File: src/rtl/letter_seq_pkg.sv
// Shared types and constants for the menu letter-sequence arbiter.
package letter_seq_pkg;

    localparam int LETTER_W_C = 5;
    localparam int COORD_W_C  = 11;

    typedef logic [LETTER_W_C-1:0] letter_t;
    typedef logic [COORD_W_C-1:0]  coord_t;

    localparam letter_t BLANK_LETTER = '0;

    typedef enum logic [1:0] {
        IDLE   = 2'd0,
        REVEAL = 2'd1,
        SHOWN  = 2'd2
    } arb_state_t;

endpackage

File: src/rtl/letter_reveal_counter.sv
// Typewriter pacing: counts frames per letter and the number of visible letters.
// done is high when the next advance makes every letter visible.
module letter_reveal_counter #(
    parameter int SEQ_LEN       = 16,
    parameter int REVEAL_FRAMES = 4,
    localparam int VIS_W        = $clog2(SEQ_LEN + 1),
    localparam int FRAME_W      = (REVEAL_FRAMES > 1) ? $clog2(REVEAL_FRAMES) : 1
) (
    input  logic             clk,
    input  logic             resetN,
    input  logic             restart,
    input  logic             advance,
    output logic [VIS_W-1:0] vis_cnt_next,
    output logic             done
);

    logic [FRAME_W-1:0] frame_cnt_q, frame_cnt_d;
    logic [VIS_W-1:0]   vis_cnt_q, vis_cnt_d;
    logic               last_frame;

    assign last_frame = (frame_cnt_q == FRAME_W'(REVEAL_FRAMES - 1));

    always_comb begin
        frame_cnt_d = frame_cnt_q;
        vis_cnt_d   = vis_cnt_q;
        if (restart) begin
            frame_cnt_d = '0;
            vis_cnt_d   = '0;
        end else if (advance && (vis_cnt_q != VIS_W'(SEQ_LEN))) begin
            if (last_frame) begin
                frame_cnt_d = '0;
                vis_cnt_d   = vis_cnt_q + 1'b1;
            end else begin
                frame_cnt_d = frame_cnt_q + 1'b1;
            end
        end
    end

    always_ff @(posedge clk or negedge resetN) begin
        if (!resetN) begin
            frame_cnt_q <= '0;
            vis_cnt_q   <= '0;
        end else begin
            frame_cnt_q <= frame_cnt_d;
            vis_cnt_q   <= vis_cnt_d;
        end
    end

    assign vis_cnt_next = vis_cnt_d;
    assign done         = last_frame && (vis_cnt_q == VIS_W'(SEQ_LEN - 1));

endmodule

File: src/rtl/letter_sequence_arbiter.sv
// Frame-synchronous fixed-priority arbiter for on-screen letter sequences.
// Define LETTER_SEQ_TYPEWRITER_EN to reveal the selected sequence one letter at a time.
module letter_sequence_arbiter
    import letter_seq_pkg::*;
#(
    parameter int NUM_SEQ       = 4,
    parameter int SEQ_LEN       = 16,
    parameter int LETTER_W      = LETTER_W_C,
    parameter int COORD_W       = COORD_W_C,
    parameter int REVEAL_FRAMES = 4,
    localparam int SEL_W        = (NUM_SEQ > 1) ? $clog2(NUM_SEQ) : 1
) (
    input  logic                                clk,
    input  logic                                resetN,
    input  logic                                startOfFrame,
    input  logic [NUM_SEQ-1:0]                  seq_req,
    input  logic [NUM_SEQ*COORD_W-1:0]          seq_x,
    input  logic [NUM_SEQ*COORD_W-1:0]          seq_y,
    input  logic [NUM_SEQ*SEQ_LEN*LETTER_W-1:0] seq_letters,
    output logic [COORD_W-1:0]                  X_OUT,
    output logic [COORD_W-1:0]                  Y_OUT,
    output logic [SEQ_LEN*LETTER_W-1:0]         letters_out,
    output logic                                SEQ_OUT,
    output logic [SEL_W-1:0]                    sel_idx,
    output logic                                reveal_done
);

    arb_state_t                  state_q, state_d;
    logic [SEL_W-1:0]            sel_q, sel_d, winner;
    logic                        any_req;
    logic [COORD_W-1:0]          x_q, x_d, y_q, y_d;
    logic [SEQ_LEN*LETTER_W-1:0] letters_q, letters_d;
    logic                        seq_out_q, seq_out_d;
    logic                        done_q, done_d;
    logic [SEQ_LEN-1:0]          vis_mask;

    logic [COORD_W-1:0]          ch_x       [NUM_SEQ];
    logic [COORD_W-1:0]          ch_y       [NUM_SEQ];
    logic [SEQ_LEN*LETTER_W-1:0] ch_letters [NUM_SEQ];

    for (genvar gi = 0; gi < NUM_SEQ; gi++) begin : g_chan
        assign ch_x[gi]       = seq_x[gi*COORD_W +: COORD_W];
        assign ch_y[gi]       = seq_y[gi*COORD_W +: COORD_W];
        assign ch_letters[gi] = seq_letters[gi*SEQ_LEN*LETTER_W +: SEQ_LEN*LETTER_W];
    end

    // An out-of-range pacing value elaborates this marker scope so it shows up in the hierarchy.
    if (REVEAL_FRAMES < 1) begin : g_bad_reveal_frames
    end

    assign any_req = |seq_req;

    always_comb begin
        winner = '0;
        for (int c = NUM_SEQ - 1; c >= 0; c--) begin
            if (seq_req[c]) winner = SEL_W'(c);
        end
    end

`ifdef LETTER_SEQ_TYPEWRITER_EN
    localparam int VIS_W = $clog2(SEQ_LEN + 1);

    logic             restart, advance, reveal_last;
    logic [VIS_W-1:0] vis_next;

    letter_reveal_counter #(
        .SEQ_LEN      (SEQ_LEN),
        .REVEAL_FRAMES(REVEAL_FRAMES)
    ) u_reveal (
        .clk         (clk),
        .resetN      (resetN),
        .restart     (restart),
        .advance     (advance),
        .vis_cnt_next(vis_next),
        .done        (reveal_last)
    );

    always_comb begin
        vis_mask = '0;
        for (int i = 0; i < SEQ_LEN; i++) begin
            vis_mask[i] = (state_d == SHOWN) || (VIS_W'(i) < vis_next);
        end
    end
`else
    assign vis_mask = '1;
`endif

    always_comb begin
        state_d = state_q;
        sel_d   = sel_q;
`ifdef LETTER_SEQ_TYPEWRITER_EN
        restart = 1'b0;
        advance = 1'b0;
`endif
        if (startOfFrame) begin
            if (!any_req) begin
                state_d = IDLE;
                sel_d   = '0;
            end else if ((state_q == IDLE) || (winner != sel_q)) begin
                sel_d = winner;
`ifdef LETTER_SEQ_TYPEWRITER_EN
                state_d = REVEAL;
                restart = 1'b1;
`else
                state_d = SHOWN;
`endif
            end
`ifdef LETTER_SEQ_TYPEWRITER_EN
            else if (state_q == REVEAL) begin
                advance = 1'b1;
                if (reveal_last) state_d = SHOWN;
            end
`endif
        end
    end

    // Outputs are built from next-state values so a frame-start decision lands one edge later.
    always_comb begin
        x_d       = '0;
        y_d       = '0;
        letters_d = '0;
        seq_out_d = 1'b0;
        done_d    = 1'b0;
        if (state_d != IDLE) begin
            seq_out_d = 1'b1;
            done_d    = (state_d == SHOWN);
            x_d       = ch_x[sel_d];
            y_d       = ch_y[sel_d];
            for (int i = 0; i < SEQ_LEN; i++) begin
                if (vis_mask[i]) letters_d[i*LETTER_W +: LETTER_W] = ch_letters[sel_d][i*LETTER_W +: LETTER_W];
            end
        end
    end

    always_ff @(posedge clk or negedge resetN) begin
        if (!resetN) begin
            state_q   <= IDLE;
            sel_q     <= '0;
            x_q       <= '0;
            y_q       <= '0;
            letters_q <= '0;
            seq_out_q <= 1'b0;
            done_q    <= 1'b0;
        end else begin
            state_q   <= state_d;
            sel_q     <= sel_d;
            x_q       <= x_d;
            y_q       <= y_d;
            letters_q <= letters_d;
            seq_out_q <= seq_out_d;
            done_q    <= done_d;
        end
    end

    assign X_OUT       = x_q;
    assign Y_OUT       = y_q;
    assign letters_out = letters_q;
    assign SEQ_OUT     = seq_out_q;
    assign sel_idx     = sel_q;
    assign reveal_done = done_q;

endmodule

File: config.mk
export PLATFORM = sky130hd
export DESIGN_NAME = letter_sequence_arbiter
export DESIGN_NICKNAME = d
export VERILOG_FILES = /design/src/rtl/letter_seq_pkg.sv /design/src/rtl/letter_reveal_counter.sv /design/src/rtl/letter_sequence_arbiter.sv
export SDC_FILE = /design/constraint.sdc
export NUM_CORES = 1
export LEC_CHECK = 0
export ABC_AREA = 1
export CAP_MARGIN = 20
export CELL_PAD_IN_SITES_DETAIL_PLACEMENT = 1
export CELL_PAD_IN_SITES_GLOBAL_PLACEMENT = 1
export CORE_AREA = 2 2 200 202
export CTS_CLUSTER_DIAMETER = 150
export CTS_CLUSTER_SIZE = 30
export DETAILED_ROUTE_END_ITERATION = 6
export DIE_AREA = 0 0 202 204
export PLACE_DENSITY_LB_ADDON = 0.1
export SLEW_MARGIN = 20
export SYNTH_ARGS = -nofsm -noshare
export SYNTH_HDL_FRONTEND = slang
export SYNTH_HIERARCHICAL = 1
export SYNTH_SLANG_ARGS = --single-unit
File: constraint.sdc
create_clock -name clk -period 2.6 [get_ports clk]
set_clock_uncertainty 0.05 [all_clocks]
set_input_delay 0.26 -clock clk [delete_from_list [all_inputs] [get_ports clk]]
set_output_delay 0.26 -clock clk [all_outputs]
set_load 0.05 [all_outputs]
==> summary.txt, run 1 <==
Vias = 9303
Number of routed nets with antenna violations = 0
Root Driver = clkbuf_16
Share of cells above drive strength 1 = 0.0253
CTS Sinks = 108
FP Rows = 73
Int Pwr = 4.06 mW
Simple-Gate Fraction of Synth Area = 0.539
Final Max Tran Viols = 0
TritonCTS clock tree = done
P_leak = 6.15 nW
Adder-Cell Fraction of Synth Area = 0
Largest family of logic cells by synthesized area = simple AND/OR/NAND/NOR gates
I/O pin cnt = 521
Tmin final = 2.03 ns
Core area = 39200 um^2
Reg2Reg Depth = 7
Worst vdd ir = 0.237 mV
Power, Total = 6.87 mW
Synth Area in XOR/XNOR = 0
Initial core utilization = 0.186
Status = finished, final reports clean
DR DRC count = 0
Reg-to-Reg Start = sel_idx[0]
Actual slew at the worst max-slew pin = 0.685 ns
Sw Share = 0.409
Levels on crit path = 7
Synth cell types = 21
Switching power = 2.81 mW
Total GRT Usage = 0.193
Count of final setup violators = 0
CP Max Fanout = 120
Nets = 2032
CTS clock-pin slew for the worst setup and hold paths = 0.08 ns
Max Cap Viol = 0
Multiplexer share of the synthesized area = 0
Largest net degree at the start of global routing = 121
Number of global-route vias before repair = 9688
Endpoints failing hold = 0
Crit-path slowest cell = clkdlybuf4s50_1
Port Buffers = 520
Cell family with most CP delay = buffers and inverters
CTS buffer count = 9
Final Cycle Share = 0.779
Worst setup EP type = register
First-pass GRT wire length = 60200 um
Setup repair after global routing missed its margin = no
HP Class = primary input to asynchronous set/reset pin
Pre-Repair DR Iteration Count = 4
Slew HR = 0.543
Critical path startpoint = startOfFrame
#FFs+latches synth = 108
Clock share of power = 0.209
Post-Syn Nets = 1579
Worst path bufs/invs = 2
Mapped Avg Cell Area = 6.27 um^2
Initial antenna violation count = 9
Final setup TNS = 0 ns
Seq/Total Area, Yosys = 0.370
Pre-CTS setup slack = 0.211 ns
CP max stage delay = 0.73 ns
GPL Wtd Cong = 0.811
GRT overflow = 0
Die area = 41200 um^2
Fmax = 0.494 GHz
Syn Inst Count = 1164
H-tree Lvls = 3
Syn. warnings = 6
DRT Wirelength = 40400 um
Post-DR wirelength/cell = 18.8 um
WS Path Type = primary input to register
Post-cts sizing count = 0
Die X = 202 um
Clock buffer depth = 2
Via density = 4.32
Logic pwr share = 0.498
Post-synthesis cell area = 7300 um^2
Fill count = 4822
Worst-path cell chain = clkdlybuf4s50_1 -> or2_4 -> buf_12 -> nand3_1 -> nand3_1 -> nand2_1 -> nor2_1
Placed inst area = 13000 um^2
Critical Path AT = 2.27 ns
Synth top area share = 0.370
DP HPWL = 29800 um
CP required = 2.85 ns
Final Cell Area = 13200 um^2
Synth top area cells = dfrtp_1 37%, nand2_1 22%, nand3_1 21%, nor2_1 11%, buf_2 3.4%
Postcts setup bufs = 0
Worst skew pair latency = 0.36 ns
Reg power frac = 0.293
Critical Path Source Type = primary input
Power Dens Cells = 519 nW/um^2
Utilization after layout = 0.338
Die height = 204 um
PnR worst setup slack = 0.575 ns
Cell mode on critical path = nand3_1
1st-iter DRT viols = 353
Area growth, synth to finish = 81.4%
Synth Area in Compound Gates = 0.00565
Area leader, netlist = dfrtp_1
[area by class of cell]
| class | count | area, um^2 | area share |
|---|---|---|---|
| clock inverter | 3 | 40.0 | 0.00302 |
| sequential | 108 | 2700 | 0.204 |
| timing repair buffer | 543 | 5570 | 0.420 |
| tap | 525 | 657 | 0.0496 |
| multi-input combinational | 946 | 4000 | 0.302 |
| antenna | 6 | 15.0 | 0.00113 |
| inverter | 9 | 36.3 | 0.00274 |
| clock buffer | 11 | 233 | 0.0176 |
[routing by layer]
layer | part of all wire | wire length [um] | track usage | vias up
li1 | - | - | - | 4620
met1 | 0.41 | 16600 | 0.225 | 4369
met2 | 0.51 | 20500 | 0.343 | 271
met3 | 0.062 | 2490 | 0.0494 | 37
met4 | 0.020 | 820 | 0.0617 | 6
met5 | 0.0011 | 46 | 0 | -
[state kept, by name, summed over array words and instances (netlist names)]
signal	count
SEQ_OUT	1
X_OUT	11
state_q	2
letters_out	80
Y_OUT	11
reveal_done	1
sel_idx	2
[synth_stat cells, drive strengths merged]
cell type	n
o21ai	1
o211ai	1
o31ai	1
buf	87
or2	1
nor2	208
clkbuf	14
nand3	310
and2	1
a21oi	2
dfrtp	108
inv	9
nand2	421
[worst paths after layout]
kind	end	slack (ns)
max reg2reg	letters_out[46]	0.79
min in group clk	X_OUT[9]	0.47
min reg2reg	state_q[1]	0.56
max in group asynchronous	letters_out[50]	1.38
min	letters_out[3]	0.37
max	letters_out[46]	0.57
[placed cells by master, fill, tap and decap left out, types with 6 or more instances in the layout]
| cell | n |
|---|---|
| clkdlybuf4s50_1 | 519 |
| nand2_1 | 420 |
| nand3_1 | 309 |
| nor2_1 | 207 |
| dfrtp_1 | 108 |
| buf_12 | 15 |
| clkbuf_16 | 9 |
| inv_1 | 8 |
| buf_4 | 8 |
| diode_2 | 6 |
[per-stage QoR]
stage	hold WS, ns	cells
6_report	0.371	2151
5_1_grt	0.423	2150
4_1_cts	0.389	2145
3_5_place_dp	0.264	2130
3_3_place_gp	0.272	2130
2_1_floorplan	-0.0856	1164
[kinds of logic after synthesis]
group / count (synthesis)
buffers and inverters: 110
AOI/OAI and AO/OA: 5
DFF: 108
and+or+nand+nor: 941
[what timing repair did]
| action | 4_1_cts | 5_1_grt |
|---|---|---|
| endpoints found under the hold margin | 34 | 0 |
| endpoints found under the setup margin | 0 | 0 |
| hold buffers | 1 | 0 |
[worst register-to-register path, stage by stage, from the launching register on]
cell     delay, ns
dfrtp_1       0.41
inv_1         0.09
or2_4         0.18
buf_12        0.38
nand3_1       0.34
nand3_1       0.12
nand2_1       0.06
nor2_1        0.11
[power groups by stage]
stage / Combinational, mW / Clock (mW) / Sequential (mW)
detailed placement: 3.47 / 0 / 2.05
CTS: 3.48 / 1.53 / 2.02
global placement: 3.46 / 0 / 2.05
floorplan: 0.930 / 0 / 3.01
global route: 3.69 / 1.58 / 2.05
finish: 3.42 / 1.44 / 2.02
No activity file was read; power rests on OpenSTA's default activity.
==> inputs of run 2 (changes only) <==
--- a/config.mk
+++ b/config.mk
@@ -9,11 +9,11 @@
 export CAP_MARGIN = 20
 export CELL_PAD_IN_SITES_DETAIL_PLACEMENT = 1
 export CELL_PAD_IN_SITES_GLOBAL_PLACEMENT = 1
-export CORE_AREA = 2 2 200 202
+export CORE_AREA = 2 2 203 205
 export CTS_CLUSTER_DIAMETER = 150
 export CTS_CLUSTER_SIZE = 30
 export DETAILED_ROUTE_END_ITERATION = 6
-export DIE_AREA = 0 0 202 204
+export DIE_AREA = 0 0 205 207
 export PLACE_DENSITY_LB_ADDON = 0.1
 export SLEW_MARGIN = 20
 export SYNTH_ARGS = -nofsm -noshare
==> constraint.sdc (replaced) <==
create_clock -name clk -period 1.93 [get_ports clk]
set_clock_uncertainty 0.05 [all_clocks]
set_input_delay 0.193 -clock clk [delete_from_list [all_inputs] [get_ports clk]]
set_output_delay 0.193 -clock clk [all_outputs]
set_load 0.05 [all_outputs]
==> run 2 against run 1 <==
Effect of this change: global-route usage down 0.15 points; die area increased by 3.0%; power grew 40%; highest routed layer unchanged.
==> summary.txt, run 2 (synthesis gave the netlist of run 1 again) <==
Worst setup EP type = output pin (was register)
Max reg flops = 80 (unchanged)
CP max stage delay = 0.85 ns (was 0.73 ns)
Pre-Repair DR Iteration Count = 4 (unchanged)
Via density = 4.33 (was 4.32)
Critical Path Source Type = register (was primary input)
Reg-to-Reg Start = sel_idx[0] (unchanged)
Placed inst area = 13500 um^2 (was 13000 um^2)
Final Cell Area = 13900 um^2 (was 13200 um^2)
1st-iter DRT viols = 299 (was 353)
CTS clock-pin slew for the worst setup and hold paths = 0.08 ns (about the same)
Die area = 42400 um^2 (was 41200 um^2)
Postcts setup bufs = 0 (unchanged)
DR DRC count = 0 (unchanged)
Worst skew pair latency = 0.37 ns (was 0.36 ns)
FF-to-FF End = letters_out[32] (was letters_out[46])
Clock share of power = 0.219 (was 0.209)
Hold_buf cts = 1 (unchanged)
Post-DR wirelength/cell = 18.6 um (was 18.8 um)
Count of final setup violators = 0 (unchanged)
Area growth, synth to finish = 90.0% (was 81.4%)
Fill count = 4961 (was 4822)
Worst vdd ir = 0.342 mV (was 0.237 mV)
Max Cap Viol = 0 (unchanged)
Number of routed nets with antenna violations = 0 (unchanged)
HP Class = primary input to asynchronous set/reset pin (unchanged)
Actual slew at the worst max-slew pin = 0.612 ns (was 0.685 ns)
CP endpoint = sel_idx[0] (was letters_out[46])
Initial antenna violation count = 13 (was 9)
TritonCTS clock tree = done (unchanged)
Share of cells above drive strength 1 = 0.0596 (was 0.0253)
Endpoints failing hold = 0 (unchanged)
Total GRT Usage = 0.191 (was 0.193)
CP Max Fanout = 3 (was 120)
Tmin final = 1.84 ns
P_leak = 6.49 nW (was 6.15 nW)
Critical Path AT = 1.60 ns (was 2.27 ns)
Vias = 9539 (was 9303)
Die height = 207 um (was 204 um)
Reg2Reg Depth = 8 (was 7)
Status = finished, final reports clean (unchanged)
Slew HR = 0.591 (was 0.543)
Nets = 2072 (was 2032)
Final Cycle Share = 0.956
CP required = 1.69 ns (was 2.85 ns)
First-pass GRT wire length = 61800 um (was 60200 um)
CTS buffer count = 9 (unchanged)
Port Buffers = 520 (unchanged)
R2R Setup Slk = 0.24 ns (was 0.79 ns)
Root Driver = clkbuf_16 (unchanged)
Final setup TNS = 0 ns (unchanged)
Sw Share = 0.404 (was 0.409)
Levels on crit path = 1 (was 7)
Number of global-route vias before repair = 10248 (was 9688)
Reg power frac = 0.284 (was 0.293)
Post-cts sizing count = 0 (unchanged)
Core area = 40400 um^2 (was 39200 um^2)
Clock buffer depth = 2 (unchanged)
Worst path bufs/invs = 1 (was 2)
Fmax = 0.542 GHz
H-tree Lvls = 3 (unchanged)
Most frequent cells in the layout = 503 x clkdlybuf4s50_1, 420 x nand2_1, 309 x nand3_1, 207 x nor2_1, 108 x dfrtp_1 (was 519 x clkdlybuf4s50_1, 420 x nand2_1, 309 x nand3_1, 207 x nor2_1, 108 x dfrtp_1)
GPL Wtd Cong = 0.829 (was 0.811)
Logic pwr share = 0.497 (was 0.498)
Int Pwr = 5.75 mW (was 4.06 mW)
Crit-path slowest cell = clkdlybuf4s50_1 (unchanged)
Worst-path cell chain = clkdlybuf4s50_1 (was clkdlybuf4s50_1 -> or2_4 -> buf_12 -> nand3_1 -> nand3_1 -> nand2_1 -> nor2_1)
Critical path startpoint = sel_idx[0] (was startOfFrame)
Initial core utilization = 0.181 (was 0.186)
GRT overflow = 0 (unchanged)
Power Dens Cells = 694 nW/um^2 (was 519 nW/um^2)
Switching power = 3.89 mW (was 2.81 mW)
CTS Sinks = 108 (unchanged)
Cell family with most CP delay = buffers and inverters (unchanged)
Largest net degree at the start of global routing = 54 (was 121)
WS Path Type = register to output pin (was primary input to register)
Setup repair after global routing missed its margin = no (unchanged)
Most common cell after layout, fill and taps aside = clkdlybuf4s50_1 (unchanged)
Final Max Tran Viols = 0 (unchanged)
FP Rows = 74 (was 73)
DP HPWL = 31800 um (was 29800 um)
DRT Wirelength = 40900 um (was 40400 um)
I/O pin cnt = 521 (unchanged)
Die X = 205 um (was 202 um)
==> run 2: how the worst min path moves through the flow <==
stage / slack [ns] / endpoint / cells past startpoint / startpoint
3_5_place_dp: -0.02 / letters_out[0] / 1 / resetN
3_3_place_gp: -0.02 / letters_out[0] / 1 / resetN
5_1_grt: 0.13 / letters_out[0] / 2 / resetN
2_1_floorplan: -0.15 / SEQ_OUT / 0 / resetN
4_1_cts: 0.11 / letters_out[0] / 2 / resetN
6_report: 0.13 / letters_out[0] / 2 / resetN
==> run 2: area by class of cell <==
class                           instances  area [um^2]  area share
Inverter                                9         36.3     0.00262
Antenna cell                           10         25.0     0.00180
Sequential cell                       108         2700       0.195
Tap cell                              532          666      0.0480
Clock inverter                          5         77.6     0.00559
Clock buffer                           10          229      0.0165
Multi-Input combinational cell        946         4000       0.288
Timing Repair Buffer                  583         6140       0.442
==> run 2: per-layer routing <==
metal	wire (um)	global-route usage	up-vias
met1	17300	0.232	4507
met2	20200	0.324	269
met3	2450	0.0444	47
li1	-	-	4710
met5	38	0	-
met4	943	0.0759	6
==> run 2: through the flow <==
| stage | hold slack [ns] | setup WS, ns | utilization | power [mW] | instances |
|---|---|---|---|---|---|
| 6_report | 0.129 | 0.0851 | 0.344 | 9.63 | 2203 |
| 5_1_grt | 0.127 | 0.0373 | 0.344 | 10.2 | 2203 |
| 4_1_cts | 0.105 | 0.0607 | 0.343 | 9.83 | 2193 |
| 3_5_place_dp | -0.0160 | -0.0641 | 0.335 | 7.63 | 2177 |
| 3_3_place_gp | -0.0183 | -0.0818 | 0.335 | 7.61 | 2177 |
| 2_1_floorplan | -0.153 | 0.117 | - | 5.30 | 1164 |
==> run 2: power groups by stage <==
| stage | clock, mW | combinational, mW | sequential (mW) |
|---|---|---|---|
| final | 2.11 | 4.79 | 2.73 |
| after global routing | 2.28 | 5.16 | 2.77 |
| after CTS | 2.22 | 4.87 | 2.74 |
| after detailed placement | 0 | 4.85 | 2.78 |
| after global placement | 0 | 4.83 | 2.77 |
| after floorplan | 0 | 1.25 | 4.05 |
